**src/rtl/debounce_pkg.sv**
```systemverilog
// Shared constants and helpers for the multi-channel debouncer.
// Counter width is derived here so channel and top agree on it.
package debounce_pkg;

   localparam int DEFAULT_SYNC_STAGES   = 2;
   localparam int DEFAULT_STABLE_CYCLES = 8;

   // Counter only ever reaches stable-1, so $clog2(stable) bits suffice (min 1).
   function automatic int cnt_width(input int stable);
      int w;
      w = $clog2(stable);
      return (w < 1) ? 1 : w;
   endfunction

endpackage

```
**src/rtl/debounce_multi_if.sv**
```systemverilog
// Bundle of the debouncer's data-path signals; slave side is the debouncer,
// master side is whoever drives the raw inputs and consumes the results.
interface debounce_multi_if #(
   parameter int N_CH = 4
);
   logic            tick_i;
   logic [N_CH-1:0] data_in;
   logic [N_CH-1:0] data_out;
   logic [N_CH-1:0] rise_o;
   logic [N_CH-1:0] fall_o;
   logic            any_change_o;

   modport master (
      output tick_i, data_in,
      input  data_out, rise_o, fall_o, any_change_o
   );

   modport slave (
      input  tick_i, data_in,
      output data_out, rise_o, fall_o, any_change_o
   );
endinterface

```
**src/rtl/debounce_channel.sv**
```systemverilog
// One debounced channel: synchroniser chain, stability counter, edge pulses.
// change_nxt is the combinational "level accepted this edge" strobe for the top-level OR.
module debounce_channel
   import debounce_pkg::*;
#(
   parameter int   SYNC_STAGES   = DEFAULT_SYNC_STAGES,
   parameter int   STABLE_CYCLES = DEFAULT_STABLE_CYCLES,
   parameter logic RESET_LEVEL   = 1'b0
) (
   input  logic clk,
   input  logic rst_n,
   input  logic tick,
   input  logic din,
   output logic dout,
   output logic rise,
   output logic fall,
   output logic change_nxt
);
   localparam int              CNT_W   = cnt_width(STABLE_CYCLES);
   localparam logic [CNT_W-1:0] CNT_MAX = CNT_W'(STABLE_CYCLES - 1);

   logic [SYNC_STAGES-1:0] sync;
   logic [CNT_W-1:0]       cnt;
   logic                   s;
   logic                   accept;

   assign s          = sync[SYNC_STAGES-1];
   assign accept     = (s != dout) && tick && (cnt == CNT_MAX);
   assign change_nxt = accept;

   always_ff @(posedge clk or negedge rst_n) begin
      if (!rst_n) begin
         sync <= {SYNC_STAGES{RESET_LEVEL}};
         cnt  <= '0;
         dout <= RESET_LEVEL;
         rise <= 1'b0;
         fall <= 1'b0;
      end else begin
         sync <= {sync[SYNC_STAGES-2:0], din};
         rise <= accept & s;
         fall <= accept & ~s;
         // Any agreement with the current level restarts the window, tick or not.
         if (s == dout) begin
            cnt <= '0;
         end else if (tick) begin
            if (accept) begin
               dout <= s;
               cnt  <= '0;
            end else begin
               cnt <= cnt + 1'b1;
            end
         end
      end
   end

endmodule

```
**src/rtl/debounce_multi.sv**
```systemverilog
// Multi-channel debouncer top: N_CH independent channels plus a registered
// any-change flag aligned with the per-channel rise/fall pulses.
module debounce_multi
   import debounce_pkg::*;
#(
   parameter int   N_CH          = 4,
   parameter int   SYNC_STAGES   = DEFAULT_SYNC_STAGES,
   parameter int   STABLE_CYCLES = DEFAULT_STABLE_CYCLES,
   parameter logic RESET_LEVEL   = 1'b0
) (
   input  logic             clk,
   input  logic             rst_n,
   debounce_multi_if.slave  bus
);
   logic [N_CH-1:0] dout;
   logic [N_CH-1:0] rise;
   logic [N_CH-1:0] fall;
   logic [N_CH-1:0] change_nxt;

   for (genvar i = 0; i < N_CH; i++) begin : g_ch
      debounce_channel #(
         .SYNC_STAGES   (SYNC_STAGES),
         .STABLE_CYCLES (STABLE_CYCLES),
         .RESET_LEVEL   (RESET_LEVEL)
      ) u_ch (
         .clk        (clk),
         .rst_n      (rst_n),
         .tick       (bus.tick_i),
         .din        (bus.data_in[i]),
         .dout       (dout[i]),
         .rise       (rise[i]),
         .fall       (fall[i]),
         .change_nxt (change_nxt[i])
      );
   end

   assign bus.data_out = dout;
   assign bus.rise_o   = rise;
   assign bus.fall_o   = fall;

   // Registered from the same strobes that set the pulses, so it lands in their cycle.
   always_ff @(posedge clk or negedge rst_n) begin
      if (!rst_n) bus.any_change_o <= 1'b0;
      else        bus.any_change_o <= |change_nxt;
   end

endmodule

```
**src/flat_wrapper.sv**
```systemverilog
// flat-port wrapper written by rule: the top's interface ports become plain ports
module debounce_multi_flat import debounce_pkg::*;
#(
   parameter int   N_CH          = 4,
   parameter int   SYNC_STAGES   = DEFAULT_SYNC_STAGES,
   parameter int   STABLE_CYCLES = DEFAULT_STABLE_CYCLES,
   parameter logic RESET_LEVEL   = 1'b0
)
  (clk, rst_n, bus_tick_i, bus_data_in, bus_data_out, bus_rise_o, bus_fall_o, bus_any_change_o);
  debounce_multi_if #(.N_CH(N_CH)) bus_i ();
  input  logic clk;
  input  logic rst_n;
  input wire logic [$bits(bus_i.tick_i)-1:0] bus_tick_i;
  input wire logic [$bits(bus_i.data_in)-1:0] bus_data_in;
  output wire logic [$bits(bus_i.data_out)-1:0] bus_data_out;
  output wire logic [$bits(bus_i.rise_o)-1:0] bus_rise_o;
  output wire logic [$bits(bus_i.fall_o)-1:0] bus_fall_o;
  output wire logic [$bits(bus_i.any_change_o)-1:0] bus_any_change_o;
  assign bus_i.tick_i = bus_tick_i;
  assign bus_i.data_in = bus_data_in;
  assign bus_data_out = bus_i.data_out;
  assign bus_rise_o = bus_i.rise_o;
  assign bus_fall_o = bus_i.fall_o;
  assign bus_any_change_o = bus_i.any_change_o;
  debounce_multi #(.N_CH(N_CH), .SYNC_STAGES(SYNC_STAGES), .STABLE_CYCLES(STABLE_CYCLES), .RESET_LEVEL(RESET_LEVEL)) u_core (.clk(clk), .rst_n(rst_n), .bus(bus_i));
endmodule
```
**config.mk**
```make
export PLATFORM = sky130hd
export DESIGN_NAME = debounce_multi_flat
export DESIGN_NICKNAME = d
export VERILOG_FILES = /design/src/rtl/debounce_pkg.sv /design/src/rtl/debounce_multi_if.sv /design/src/rtl/debounce_channel.sv /design/src/rtl/debounce_multi.sv /design/src/flat_wrapper.sv
export SDC_FILE = /design/constraint.sdc
export NUM_CORES = 1
export LEC_CHECK = 0
export CAP_MARGIN = 5
export CORE_ASPECT_RATIO = 1.75
export CORE_MARGIN = 1
export CORE_UTILIZATION = 55
export CTS_CLUSTER_SIZE = 8
export DETAILED_ROUTE_END_ITERATION = 8
export MAX_ROUTING_LAYER = met4
export PLACE_DENSITY = 0.87
export SLEW_MARGIN = 5
export SYNTH_ARGS = -nofsm -noshare
export SYNTH_HDL_FRONTEND = slang
export SYNTH_SLANG_ARGS = --single-unit
```
**constraint.sdc**
```tcl
create_clock -name clk -period 3.2 [get_ports clk]
set_input_delay 0.48 -clock clk [delete_from_list [all_inputs] [get_ports clk]]
set_output_delay 0.48 -clock clk [all_outputs]
set_load 0.02 [all_outputs]
```
Word level (Yosys, flattened, before mapping)

Index checks and enable logic that the tools add are counted.

Register bits: 33
Input bits: 7
Output and inout bits: 13

$add $sub $neg: 4
Equality and inequality tests: 12
Muxes and demuxes: 12
Bitwise operators: 16
Reductions and logical operators: 17

Operators with widths:

| cell                | count |
|---|---|
| $mux 3              | 12 |
| $add 3x1->3 const B | 4 |
| $eq 3x3->1 const B  | 4 |
| $reduce_and 3->1    | 4 |
| $and 1x1->1         | 8 |
| $logic_and 1x1->1   | 8 |
| $not 1->1           | 8 |
| $reduce_bool 2->1   | 4 |
| $eq 1x1->1          | 4 |
| $ne 1x1->1          | 4 |
| $reduce_or 4->1     | 1 |

Logic depth before layout (Yosys ltp)

Depth in word-level cells: 6
Gate-level depth with buffers: 5

Modules after synthesis

A second synthesis with hierarchy kept.

Cell total of the unflattened synthesis: 98
Area, all modules: 1328.8 µm²

By module, submodules not included:

| module           | times used | cells each | area an instance (µm²) | seq. area each (µm²) |
|---|---|---|---|---|
| debounce_channel | 4          | 24         | 324.1                  | 200.2 |
| debounce_multi   | 1          | 2          | 32.5                   | 25.0 |

Least setup slack after synthesis

OpenSTA, ideal clock, no wires.

Path type: register to register
Start: register u_core.g_ch[3].u_ch.cnt[0]
End: register u_core.bus.any_change_o
Library setup time: 0.138 ns
Arrival: 1.416 ns
Setup slack: 1.645 ns
Stages on the path, launching flop included: 6
Buffers on the path: 0
Period minus slack after synthesis: 1.555 ns
Path through: dfrtp_1 > ha_1 > ha_1 > nand2_1 > nor2_1 > or4_1

Word-level cells in the longest chain between the ends: 3

Ends and longest elaborated chain:

| element                | RTL line                | RTL |
|---|---|---|
| start, declared        | debounce_channel.sv:23  | `logic [CNT_W-1:0] cnt;` |
| start signal, assigned | debounce_channel.sv:50  | `cnt <= cnt + 1'b1;` |
| $eq 3x3->1             | debounce_channel.sv:28  | `assign accept = (s != dout) && tick && (cnt == CNT_MAX);` |
| $logic_and 1x1->1      | debounce_channel.sv:28  |  |
| $reduce_or 4->1        | debounce_multi.sv:44    | `else bus.any_change_o <= \|change_nxt;` |
| end signal, assigned   | debounce_multi.sv:44    |  |
| end, declared          | debounce_multi_if.sv:20 | `output data_out, rise_o, fall_o, any_change_o` |

No other way between the ends.
A chain may end at the register's enable or synchronous reset.

Worst setup path in the final report

Start: input bus_tick_i
End: register u_core.bus.any_change_o

Word-level cells in the longest chain between the ends: 3
Elaborated cells on any way between the ends: 9

Ends and longest elaborated chain:

| element                        | RTL line               | RTL |
|---|---|---|
| start, declared                | flat_wrapper.sv:13     | `input wire logic [$bits(bus_i.tick_i)-1:0] bus_tick_i;` |
| $logic_and 1x1->1 (2 in a row) | debounce_channel.sv:28 |  |
| $reduce_or 4->1 *              | debounce_multi.sv:44   |  |

Every way passes the cells marked *; elsewhere a longest branch is shown, timed or not.

==> results.cfg <==
[place]
dp_hpwl_um = 1640
port_buffers = 19
placed_cells = 144
placed_cell_area_mm2 = 0.00153
gp_congestion = 0.752

[synthesis]
yosys_warnings = 0
yosys-top-cells-area = dfrtp_1 59%, ha_1 7.1%, buf_4 6.4%
synthFlopType = dfrtp_1
synth_area_mm2 = 0.00140
synth_xor_area_frac = 0.0411
synth_compound_area_frac = 0.0286
synth_cell_types = 17
ys_ff_latch = 33
synth_most_common_cell = dfrtp_1
syn_avg_cell_area_um2 = 12.4
synth_top_cell_by_area = dfrtp_1
synth.top_cell.area_share = 0.590
synth_nets = 128
synth_top_family_by_area = simple AND/OR/NAND/NOR gates
ys_async_sr_fraction = 1.00
synth_common_cells = 33 x dfrtp_1, 12 x buf_4, 12 x nor2_1
synth_adder_area_share = 0.0715
yosys-mux-area-fraction = 0.0608
synth_edf_count = 0
synthSimpleGateAreaFrac = 0.134
ys_seq_area_frac = 0.590
syn_inst = 113

[setup_path]
worstSetupStartpointType = input port
crit_fanout = 17
critPathTopFamily = simple AND/OR/NAND/NOR gates
reg2reg_to = u_core.bus.any_change_o$_DFF_PN0_
cp_num_buf_inv = 1
cp.required_ns = 3.36
reg2reg_slack_ns = 1.53
r2r_start = u_core.g_ch[3].u_ch.cnt[0]$_DFFE_PN0P_
slowest_stage = clkdlybuf4s50_1
cp.arrival_ns = 2.10
ff2ff_path_depth = 5
criticalPathCategory = in -> reg
cp_cell_sequence = clkdlybuf4s50_1 -> nand2_1 -> nor2_1 -> or4_1
slowest_delay_ns = 0.76
endpoint_kind = register

[timing]
post-route-period-util = 0.607
slew_headroom = 0.554
fin_setup_tns_ns = 0
fin_skew_ns = 0.00229
rsz0062_at_grt = false
fin_crit_ns = 1.94
setup_viol = 0
hold_viol = 0
fmax_mhz = 515
worst_slew_pin_slew_ns = 0.667
final-max-slew-violation-count = 0

[clock_tree]
clock_latency_ns = 0.28
cts.sinks = 33
cts_hold_buf = 0
post-cts-setup-buffers = 0
clk_path_buf_depth = 2
cts.clk_slew.worst_paths_ns = 0.06
cts_tree = yes
cts_resized = 0
cts_root_buf = clkbuf_8
htreeDepth = 2
cts_buffers = 5

[die]
num_rows = 23
dieArea_mm2 = 0.00276
die_y_um = 68.7
core-area_mm2 = 0.00236
die_width_um = 40.1
start_util = 0.593
ios = 20

[drt]
drcViolationCount = 0
drt_iter0_drc = 14
wire_per_inst_um = 14.4
vias_per_cell = 5.49
ant_nets = 0
drtPass1Iterations = 4
vias = 835
totalWireLength_um = 2180

[hold_path]
hold_end = u_core.g_ch[0].u_ch.sync[1]$_DFF_PN0_
whs_path_depth = 0
min-delay-start = u_core.g_ch[0].u_ch.sync[0]$_DFF_PN0_
hp-class = reg -> reg

[power_and_ir_drop]
p_leak_nw = 0.800
ir_worst_vdd_uv = 468
seq_power_share = 0.498
p_per_area_mw_per_mm2 = 538
p_comb_frac = 0.056
netSwitchingFraction = 0.201
clkPwrFrac = 0.446
power.switching_uw = 178
internal-power_uw = 707

[run]
drv_cap = 0

[global_routing]
grt_util_all_layers = 0.196
antenna_found_initial = 0
grt_pass1_wl_um = 3310
grt_pass1_vias = 809
overflow = 0
grt_max_degree = 34

[final_layout]
syn_to_final_growth_pct = 17.5
stdcell_area_mm2 = 0.00165
layout.nets = 141
n_antenna_cell = 0
final_cells = 152
drive_above_1_share = 0.0945

[run_status]
status = completed
cell usage in the layout, fill, tap and decap left out:
cell type and n:
and2_1 4, bufinv_16 1, mux2_1 4, clkbuf_8 6
nand3b_1 4, nand2_1 8, nor2_1 12, clkdlybuf4s50_1 19
xnor2_1 1, clkbuf_1 1, ha_1 8, inv_2 1
nor3b_1 4, xnor2_2 3, nor3_1 4, or4_1 1
dfrtp_1 33, buf_4 1, a21oi_1 8, mux2i_1 4
worst register-to-register path, cell delays in order (launching register included):
cell,delay [ns]
dfrtp_1,0.40
ha_1,0.20
ha_1,0.23
nand2_1,0.13
nor2_1,0.07
or4_1,0.51
layout make-up:
class	count	area, um2
flip-flops and latches	33	826
fillers	165	714
multi-input cells	65	470
repair buffers	20	198
clock buffers	7	86.3
well taps	25	31.3
clock inverters	1	30.0
inverters	1	3.75
metrics by stage:
step	hold WS [ns]	worst slack, ns	util	power [mW]
floorplan	0.184	1.65	-	0.474
detailed placement	0.336	0.968	0.648	0.499
global route	0.353	1.17	0.697	0.923
global placement	0.332	1.06	0.648	0.493
finish	0.350	1.26	0.697	0.885
CTS	0.351	1.27	0.697	0.897
flip-flops by register name, indices dropped and copies added (netlist names):
name / cells
u_core.bus.any_change_o: 1
u_core.g_ch.u_ch.sync: 8
u_core.g_ch.u_ch.cnt: 12
u_core.g_ch.u_ch.rise: 4
u_core.g_ch.u_ch.dout: 4
u_core.g_ch.u_ch.fall: 4
power by group through the flow:
stage	clock [mW]	sequential [mW]	combinational (mW)
4_1_cts	0.405	0.440	0.0510
6_report	0.395	0.441	0.0497
3_5_place_dp	0	0.448	0.0506
2_1_floorplan	0	0.446	0.0286
5_1_grt	0.425	0.442	0.0566
3_3_place_gp	0	0.447	0.0459
how the worst max path moves through the flow:
stage / from / to / slack, ns / cells past startpoint
floorplan: u_core.g_ch[3].u_ch.cnt[0]$_DFFE_PN0P_ / u_core.bus.any_change_o$_DFF_PN0_ / 1.65 / 5
detailed placement: bus_tick_i / u_core.bus.any_change_o$_DFF_PN0_ / 0.97 / 4
global placement: bus_tick_i / u_core.bus.any_change_o$_DFF_PN0_ / 1.06 / 4
global route: bus_tick_i / u_core.bus.any_change_o$_DFF_PN0_ / 1.17 / 4
CTS: bus_tick_i / u_core.bus.any_change_o$_DFF_PN0_ / 1.27 / 4
finish: bus_tick_i / u_core.bus.any_change_o$_DFF_PN0_ / 1.26 / 4
layer usage:
layer	part of all wire	track usage
met3	0.031	0.0577
met5	0	-
met2	0.58	0.343
met1	0.35	0.159
met4	0.031	0.142
cell families after synthesis:
logic type,count (synthesis)
AND/OR/NAND/NOR,37
multiplexers,8
buffers and inverters,15
flip-flops,33
adder cells (fa/ha/maj),8
XOR/XNOR,4
AO/OA/AOI/OAI,8
Power figures use the tool's default switching activity.
